==> src/rtl/ws2812_frame_decoder_if.sv <==
// Frame bus between a WS2812 line decoder and its consumer.
// The decoder takes the master side: it reads the line and drives the decoded frame.
`timescale 1ns/1ps
interface ws2812_frame_decoder_if #(
  parameter int NUM_LEDS = 10
);
  localparam int FRAME_BITS = NUM_LEDS * 24;

  logic                  din;
  logic [FRAME_BITS-1:0] data_out;
  logic                  frame_valid;
  logic                  overrun;
  logic                  err;
  logic                  busy;

  modport master (
    input  din,
    output data_out, frame_valid, overrun, err, busy
  );

  modport slave (
    output din,
    input  data_out, frame_valid, overrun, err, busy
  );
endinterface

==> src/rtl/ws2812_frame_decoder.sv <==
// WS2812 NRZ receiver: classifies high-pulse widths into bits and latches a
// complete frame onto data_out when a long low gap terminates it.
`timescale 1ns/1ps
module ws2812_frame_decoder #(
  parameter int NUM_LEDS   = 10,
  parameter int MIN_HIGH   = 3,
  parameter int THRESH     = 12,
  parameter int MAX_HIGH   = 30,
  parameter int RESET_CLKS = 1000
) (
  input  logic                   clk,
  input  logic                   reset,
  ws2812_frame_decoder_if.master bus
);
  localparam int FRAME_BITS = NUM_LEDS * 24;
  localparam int HCNT_W     = $clog2(MAX_HIGH + 2);
  localparam int LCNT_W     = $clog2(RESET_CLKS + 1);
  localparam int BITS_W     = $clog2(FRAME_BITS + 2);

  localparam logic [HCNT_W-1:0] H_ONE  = HCNT_W'(1);
  localparam logic [HCNT_W-1:0] H_MIN  = HCNT_W'(MIN_HIGH);
  localparam logic [HCNT_W-1:0] H_THR  = HCNT_W'(THRESH);
  localparam logic [HCNT_W-1:0] H_MAX  = HCNT_W'(MAX_HIGH);
  localparam logic [HCNT_W-1:0] H_SAT  = HCNT_W'(MAX_HIGH + 1);
  localparam logic [LCNT_W-1:0] L_ONE  = LCNT_W'(1);
  localparam logic [LCNT_W-1:0] L_LAST = LCNT_W'(RESET_CLKS - 1);
  localparam logic [BITS_W-1:0] B_FULL = BITS_W'(FRAME_BITS);
  localparam logic [BITS_W-1:0] B_SAT  = BITS_W'(FRAME_BITS + 1);

  typedef enum logic [2:0] {S_SYNC, S_IDLE, S_HIGH, S_LOW, S_ERR} state_e;

  function automatic logic [HCNT_W-1:0] hcnt_inc(input logic [HCNT_W-1:0] c);
    return (c >= H_SAT) ? H_SAT : c + H_ONE;
  endfunction

  function automatic logic [BITS_W-1:0] bits_inc(input logic [BITS_W-1:0] c);
    return (c >= B_SAT) ? B_SAT : c + BITS_W'(1);
  endfunction

  logic                  din_meta_q, din_s_q;
  state_e                state_q, state_d;
  logic [HCNT_W-1:0]     hcnt_q, hcnt_d;
  logic [LCNT_W-1:0]     lcnt_q, lcnt_d;
  logic [BITS_W-1:0]     bits_q, bits_d;
  logic                  ovr_q, ovr_d;
  logic [FRAME_BITS-1:0] shift_q, shift_d;
  logic [FRAME_BITS-1:0] dout_q, dout_d;
  logic                  fv_q, fv_d;
  logic                  ovf_q, ovf_d;
  logic                  err_q, err_d;
  logic                  busy;

  // Stage p0/p1: two-flop synchroniser for the asynchronous line, then state update
  always_ff @(posedge clk) begin
    din_meta_q <= bus.din;
    din_s_q    <= din_meta_q;
    shift_q    <= shift_d;
    if (reset) begin
      state_q <= S_SYNC;
      hcnt_q  <= '0;
      lcnt_q  <= '0;
      bits_q  <= '0;
      ovr_q   <= 1'b0;
      dout_q  <= '0;
      fv_q    <= 1'b0;
      ovf_q   <= 1'b0;
      err_q   <= 1'b0;
    end else begin
      state_q <= state_d;
      hcnt_q  <= hcnt_d;
      lcnt_q  <= lcnt_d;
      bits_q  <= bits_d;
      ovr_q   <= ovr_d;
      dout_q  <= dout_d;
      fv_q    <= fv_d;
      ovf_q   <= ovf_d;
      err_q   <= err_d;
    end
  end

  always_comb begin
    state_d = state_q;
    hcnt_d  = hcnt_q;
    lcnt_d  = lcnt_q;
    bits_d  = bits_q;
    ovr_d   = ovr_q;
    shift_d = shift_q;
    dout_d  = dout_q;
    fv_d    = 1'b0;
    ovf_d   = 1'b0;
    err_d   = 1'b0;
    case (state_q)
      S_SYNC, S_ERR: begin
        if (din_s_q) begin
          lcnt_d = '0;
        end else if (lcnt_q == L_LAST) begin
          lcnt_d  = '0;
          state_d = S_IDLE;
        end else begin
          lcnt_d = lcnt_q + L_ONE;
        end
      end
      S_IDLE: begin
        shift_d = '0;
        bits_d  = '0;
        ovr_d   = 1'b0;
        if (din_s_q) begin
          hcnt_d  = H_ONE;
          state_d = S_HIGH;
        end
      end
      S_HIGH: begin
        if (din_s_q) begin
          hcnt_d = hcnt_inc(hcnt_q);
          if (hcnt_q >= H_MAX) begin
            err_d   = 1'b1;
            lcnt_d  = '0;
            state_d = S_ERR;
          end
        end else if (hcnt_q < H_MIN) begin
          // The falling cycle is itself low, so it opens the recovery gap count
          err_d   = 1'b1;
          lcnt_d  = L_ONE;
          state_d = S_ERR;
        end else begin
          if (bits_q < B_FULL) begin
            shift_d = {shift_q[FRAME_BITS-2:0], (hcnt_q >= H_THR)};
          end else begin
            ovr_d = 1'b1;
          end
          bits_d  = bits_inc(bits_q);
          lcnt_d  = L_ONE;
          state_d = S_LOW;
        end
      end
      S_LOW: begin
        if (din_s_q) begin
          hcnt_d  = H_ONE;
          state_d = S_HIGH;
        end else if (lcnt_q == L_LAST) begin
          lcnt_d  = '0;
          state_d = S_IDLE;
          if (bits_q >= B_FULL) begin
            dout_d = shift_q;
            fv_d   = 1'b1;
            ovf_d  = ovr_q;
          end else begin
            err_d = 1'b1;
          end
        end else begin
          lcnt_d = lcnt_q + L_ONE;
        end
      end
      default: state_d = S_SYNC;
    endcase
  end

  always_comb begin
    busy = 1'b0;
    if ((state_q == S_HIGH || state_q == S_LOW) && bits_q != '0) begin
      busy = 1'b1;
    end
  end

  assign bus.data_out    = dout_q;
  assign bus.frame_valid = fv_q;
  assign bus.overrun     = ovf_q;
  assign bus.err         = err_q;
  assign bus.busy        = busy;
endmodule

==> src/flat_wrapper.sv <==
// flat-port wrapper written by rule: the top's interface ports become plain ports
module ws2812_frame_decoder_flat 
#(
  parameter int NUM_LEDS   = 10,
  parameter int MIN_HIGH   = 3,
  parameter int THRESH     = 12,
  parameter int MAX_HIGH   = 30,
  parameter int RESET_CLKS = 1000
)
  (clk, reset, bus_din, bus_data_out, bus_frame_valid, bus_overrun, bus_err, bus_busy);
  ws2812_frame_decoder_if #(.NUM_LEDS(NUM_LEDS)) bus_i ();
  input  logic clk;
  input  logic reset;
  input wire logic [$bits(bus_i.din)-1:0] bus_din;
  output wire logic [$bits(bus_i.data_out)-1:0] bus_data_out;
  output wire logic [$bits(bus_i.frame_valid)-1:0] bus_frame_valid;
  output wire logic [$bits(bus_i.overrun)-1:0] bus_overrun;
  output wire logic [$bits(bus_i.err)-1:0] bus_err;
  output wire logic [$bits(bus_i.busy)-1:0] bus_busy;
  assign bus_i.din = bus_din;
  assign bus_data_out = bus_i.data_out;
  assign bus_frame_valid = bus_i.frame_valid;
  assign bus_overrun = bus_i.overrun;
  assign bus_err = bus_i.err;
  assign bus_busy = bus_i.busy;
  ws2812_frame_decoder #(.NUM_LEDS(NUM_LEDS), .MIN_HIGH(MIN_HIGH), .THRESH(THRESH), .MAX_HIGH(MAX_HIGH), .RESET_CLKS(RESET_CLKS)) u_core (.clk(clk), .reset(reset), .bus(bus_i));
endmodule
==> config.mk <==
export PLATFORM = sky130hd
export DESIGN_NAME = ws2812_frame_decoder_flat
export DESIGN_NICKNAME = d
export VERILOG_FILES = /design/src/rtl/ws2812_frame_decoder_if.sv /design/src/rtl/ws2812_frame_decoder.sv /design/src/flat_wrapper.sv
export SDC_FILE = /design/constraint.sdc
export NUM_CORES = 1
export LEC_CHECK = 0
export CORE_ASPECT_RATIO = 0.5
export CORE_MARGIN = 3
export CORE_UTILIZATION = 55
export DETAILED_ROUTE_END_ITERATION = 8
export DONT_BUFFER_PORTS = 1
export PLACE_DENSITY = 0.74
export SETUP_SLACK_MARGIN = 0.1
export SKIP_CTS_REPAIR_TIMING = 1
export SYNTH_ARGS = -nofsm -noshare
export SYNTH_HDL_FRONTEND = slang
export SYNTH_SLANG_ARGS = --single-unit
==> constraint.sdc <==
create_clock -name clk -period 13.24 [get_ports clk]
set_input_delay 0.662 -clock clk [delete_from_list [all_inputs] [get_ports clk]]
set_output_delay 0.662 -clock clk [all_outputs]
set_load 0.05 [all_outputs]
Word-level counts from Yosys, hierarchy flattened
Cells that the tools add are included.
{"block": "op_classes", "n_lt_le_gt_ge": 7, "reduce_logical": 18, "n_eq_ne": 15, "bitwise_logic": 4, "addsub": 3, "mux": 39}
{"cell": "$mux W240", "n": 3}
{"cell": "$pmux W240 S2", "n": 1}
{"cell": "$mux W10", "n": 5}
{"cell": "$pmux W10 S3", "n": 1}
{"cell": "$mux W8", "n": 3}
{"cell": "$mux W3", "n": 7}
{"cell": "$ge A8 B8 Y1 const B", "n": 2}
{"cell": "$pmux W8 S2", "n": 1}
{"cell": "$mux W5", "n": 3}
{"cell": "$pmux W3 S4", "n": 1}
{"cell": "$reduce_and A3 Y1", "n": 4}
{"cell": "$reduce_and A4 Y1", "n": 3}
{"cell": "$mux W1", "n": 11}
{"cell": "$add A10 B1 Y10 const B", "n": 1}
{"cell": "$eq A10 B10 Y1 const B", "n": 1}
{"cell": "$ge A5 B5 Y1 const B", "n": 2}
{"cell": "$ne A2 B2 Y1 const B", "n": 5}
{"cell": "$pmux W5 S2", "n": 1}
{"cell": "$add A8 B1 Y8 const B", "n": 1}
{"cell": "$lt A8 B8 Y1 const B", "n": 1}
{"cell": "$ne A2 B1 Y1 const B", "n": 4}
{"cell": "$reduce_bool A8 Y1", "n": 1}
{"cell": "$eq A3 B2 Y1 const B", "n": 2}
{"cell": "$add A5 B1 Y5 const B", "n": 1}
{"cell": "15 further kinds", "n": 21}
{"block": "word_totals", "reg_bits": 512, "elab_cells": 98}

Longest topological paths before layout
{"block": "depth", "ltp_word": 5, "ltp_mapped": 8}

Least setup slack after synthesis
No wires, ideal clock.
{"block": "synth_path", "path_kind": "register to register", "startpoint": "register u_core.state_q[1]", "endpoint": "register u_core.shift_q[0], enable pin", "stages_incl_launch_ff": 5, "synth_period_minus_slack_ns": 13.817, "arrival_time_ns": 12.895, "slack_ns": -0.577, "path_buffers": 1, "path_cell_list": "dfxtp_1 clkbuf_1 or4b_1 o21ba_2 a21oi_1"}
{"block": "synth_via", "elab_chain_cells": 3}
{"item": "from (decl)", "line_no": "ws2812_frame_decoder.sv:41", "source": "state_e state_q, state_d;"}
{"item": "from (signal assigned)", "line_no": "ws2812_frame_decoder.sv:69", "source": "state_q <= state_d;"}
{"item": "$eq A3 B2 Y1 or $eq A3 B1 Y1 (tied branches)", "line_no": "ws2812_frame_decoder.sv:92", "source": "case (state_q)"}
{"item": "$ne A2 B2 Y1 (no line) (tied with other cells)"}
{"item": "$reduce_and A4 Y1 (no line) *"}
{"item": "to (signal assigned)", "line_no": "ws2812_frame_decoder.sv:57", "source": "shift_q <= shift_d;"}
{"item": "to (decl)", "line_no": "ws2812_frame_decoder.sv:46", "source": "logic [FRAME_BITS-1:0] shift_q, shift_d;"}
Mark *: on every way between the ends. The rest lies on a longest branch, timed or not.
A chain may end at the register's enable or synchronous reset.

Final worst setup path
{"block": "layout_path", "startpoint": "register u_core.lcnt_q[0]", "endpoint": "register u_core.dout_q[185] (netlist: u_core.bus.data_out[185])"}
{"block": "layout_via", "elab_chain_cells": 2}
{"item": "from (decl)", "line_no": "ws2812_frame_decoder.sv:43", "source": "logic [LCNT_W-1:0] lcnt_q, lcnt_d;"}
{"item": "from (signal assigned)", "line_no": "ws2812_frame_decoder.sv:71", "source": "lcnt_q <= lcnt_d;"}
{"item": "$eq A10 B10 Y1", "line_no": "ws2812_frame_decoder.sv:140", "source": "end else if (lcnt_q == L_LAST) begin"}
{"item": "$reduce_and A4 Y1 (no line)"}
{"item": "to (signal assigned)", "line_no": "ws2812_frame_decoder.sv:74", "source": "dout_q <= dout_d;"}
{"item": "to (decl)", "line_no": "ws2812_frame_decoder.sv:47", "source": "logic [FRAME_BITS-1:0] dout_q, dout_d;"}
Every way passes these cells.

==> results.tsv <==
stage	metric	value	unit
status	status	finished, final reports clean	
clocking	Num CTS Buffers	44	
clocking	clk_lat worst skew	550	ps
grt	largest net degree at the start of global routing	269	
final_layout	cell area after layout	0.02106	mm2
worst_setup_path	worst-path cell chain	ha_1 -> nand2_1 -> or4b_4 -> buf_4 -> buf_4 -> o21ai_0 -> a21oi_1	
clocking	CTS tree	yes	
routing	Initial DRC Count	1320	
clocking	Clock Sinks	512	
die	core area	0.03477	mm2
worst_setup_path	CP max stage delay	770	ps
sta	worst hold slack	140.1	ps
worst_setup_path	WP buf/inv	2	
final_layout	layout cell share with drive strength beyond 1	5.565	%
final_layout	Final Core Density	60.55	%
worst_hold_path	hold crit path type	in2reg	
yosys	Synth Cell Area	0.01956	mm2
worst_setup_path	crit-path max FO	85	
yosys	area share of the largest cell type after synthesis	36.85	%
die	die height	139.3	um
sta	Slew Limit Fails	0	
yosys	#FFs+latches synth	512	
yosys	top_reg_cell synth	dfxtp_1	
grt	antenna violations before repair	1	
yosys	Syn Nets	1828	
worst_setup_path	Worst setup SP type	flop	
final_layout	Non-Filler Instances	2219	
place	placed instance count	2138	
yosys	ys async rst share	0	%
grt	total grt overflow	0	
worst_setup_path	Levels on crit path	7	
die	die area	0.03800	mm2
power_and_ir_drop	PwrDens	139.1	mW/mm2
yosys	Cell variety after synth	52	
worst_hold_path	Hold EP	u_core.din_meta_q	
worst_setup_path	element type at the critical path end	flop	
clocking	CTS clock-pin slew for the worst setup and hold paths	70	ps
clocking	maximum clock path buffer count	3	
sta	worst slew pin tran	1252	ps
sta	Final Cycle Share	26.66	%
sta	clock skew	13.63	ps
worst_hold_path	Hold Startpoint	bus_din	
worst_hold_path	worst hold path depth	0	
routing	drt total wl	43.41	mm
routing	residual DRC count	0	
routing	DR vias	13330	
grt	number of global-route vias before repair	12520	
yosys	largest cells by area after synthesis	edfxtp_1, dfxtp_1, and2_1, a21oi_1, nand3_1	
sta	final setup fails	0	
place	I/O Buffers	0	
final_layout	Synth-to-Final Area Change	7.664	%
worst_setup_path	Worst Path Required	13710	ps
final_layout	commonest non-fill, non-tap cell in the layout	dfxtp_1	
power_and_ir_drop	leakage power total	6.783	nW
routing	drt wl/cell	19.56	um
clocking	CTS H-Tree Depth	2	
die	row cnt	48	
sta	minimum clock period	3530	ps
clocking	CTS root buffer	clkbuf_16	
power_and_ir_drop	VDD IR max	96.58	uV
yosys	Syn. warnings	0	
worst_setup_path	R2R Path Start	u_core.lcnt_q[0]	
worst_setup_path	most frequent CP cell	buf_4	
die	Die W	272.7	um
sta	Final WS setup	9710	ps
yosys	sequential area share after synthesis	64.69	%
worst_setup_path	r2r worst-path depth	7	
routing	Final ANT Viol Nets	0	
yosys	Synth area leader	edfxtp_1	
job	MaxCap Viol Count	0	
sta	Achievable Freq	0.2833	GHz
worst_setup_path	crit path DAT	4000	ps
power_and_ir_drop	total power	2.930	mW
grt	GRT Overall Usage	22.38	%
worst_setup_path	cell family with most CP delay	buffers and inverters	
yosys	Syn Inst Count	1817	
worst_setup_path	FF-to-FF setup slack	9710	ps
worst_setup_path	CP Class	reg2reg	
sta	Final Hold Viols	0	
yosys	Post-synth EDFFs	240	
worst_setup_path	Worst path slowest cell	buf_4	
worst_setup_path	reg-to-reg critical path endpoint	u_core.bus.data_out[185]	
place	DP Area	0.01964	mm2
final_layout	commonest non-fill, non-tap cells in the layout	dfxtp_1, a21oi_1, nand3_1, and2_1, edfxtp_1	
sta	final setup TNS	0	ps
grt	first-pass GRT wire length	70.30	mm
sta	unrepaired setup endpoints after global routing	false	
die	io pins	247	
routing	Via density	6.006	
place	Place WS	9727	ps
die	Initial Util	56.24	%
place	RD Place Congestion	0.8459	
final_layout	fin nets	1720	
yosys	Syn Area/Cell	10.76	um2
routing	Pre-antenna DRT Iters	5	
sta	Max-slew headroom	16.15	%
place	final HPWL from detailed placement	23.92	mm
[report_power, final]
part / internal, mW / total [mW] / switching, mW
combinational: 0.00129 / 0.00279 / 0.00150
sequential: 1.64 / 1.64 / 0.000931
clock: 0.717 / 1.29 / 0.568
[cell type report]
class / instances / area [um2]
antenna: 1 / 2.502
clock buffer: 60 / 1242
clock inverter: 20 / 175.2
fill: 2813 / 13720
inverter: 9 / 33.78
multi-input combinational: 1126 / 6236
sequential: 512 / 12650
tap: 475 / 594.3
timing repair buffer: 16 / 120.1
[registers in the layout, summed over array words and instances, names as in the netlist]
register                cells
u_core.state_q              3
u_core.bus.data_out       240
u_core.shift_q            240
u_core.bits_q               8
u_core.bus.frame_valid      1
u_core.ovr_q                1
u_core.din_s_q              1
u_core.bus.err              1
u_core.din_meta_q           1
u_core.hcnt_q               5
u_core.bus.overrun          1
u_core.lcnt_q              10
[cells in the mapped netlist (2+ instances only)]
cell type  count
nor3_1         4
a31o_2         2
nand4bb_1      2
a211oi_1       9
nor4_1         3
nand2b_1       5
and3_1         6
nand2_1       12
o22ai_1        2
o211ai_1       2
and4_1         2
nor2_1        10
o21ai_0      239
and2_1       243
nor3b_1        3
inv_1          9
a32o_1         2
dfxtp_1      272
nand3_1      248
or4_1          3
a21o_1         3
a21oi_1      261
or3_1          6
o21ai_1       19
edfxtp_1     240
o31ai_1        3
buf_2         26
nand4_1        4
or2_2          2
or4b_1         2
nor2b_1        3
clkbuf_1     143
ha_1           8
[kinds of logic after synthesis]
group | synth area share [%]
compound gates | 14.75
fa+ha+maj | 0.5118
buf+inv | 3.621
flops | 64.69
mux | 0.05757
simple gates | 16.36
[metal layers]
metal	up-vias	global-route usage (%)	share of wire, %
met5	-	0	0
met4	0	7.131	3.0
met3	77	4.135	5.6
met2	367	35.08	47
met1	6600	31.74	44
li1	6283	-	-
[worst max path at each step]
stage,to,startpoint
floorplan,u_core.shift_q[0],u_core.state_q[0]
global placement,u_core.shift_q[207],u_core.state_q[0]
detailed placement,u_core.shift_q[26],u_core.state_q[0]
CTS,u_core.shift_q[208],u_core.state_q[0]
global route,u_core.bus.data_out[155],u_core.lcnt_q[0]
finish,u_core.bus.data_out[185],u_core.lcnt_q[0]
No activity file was read; power rests on OpenSTA's default activity.
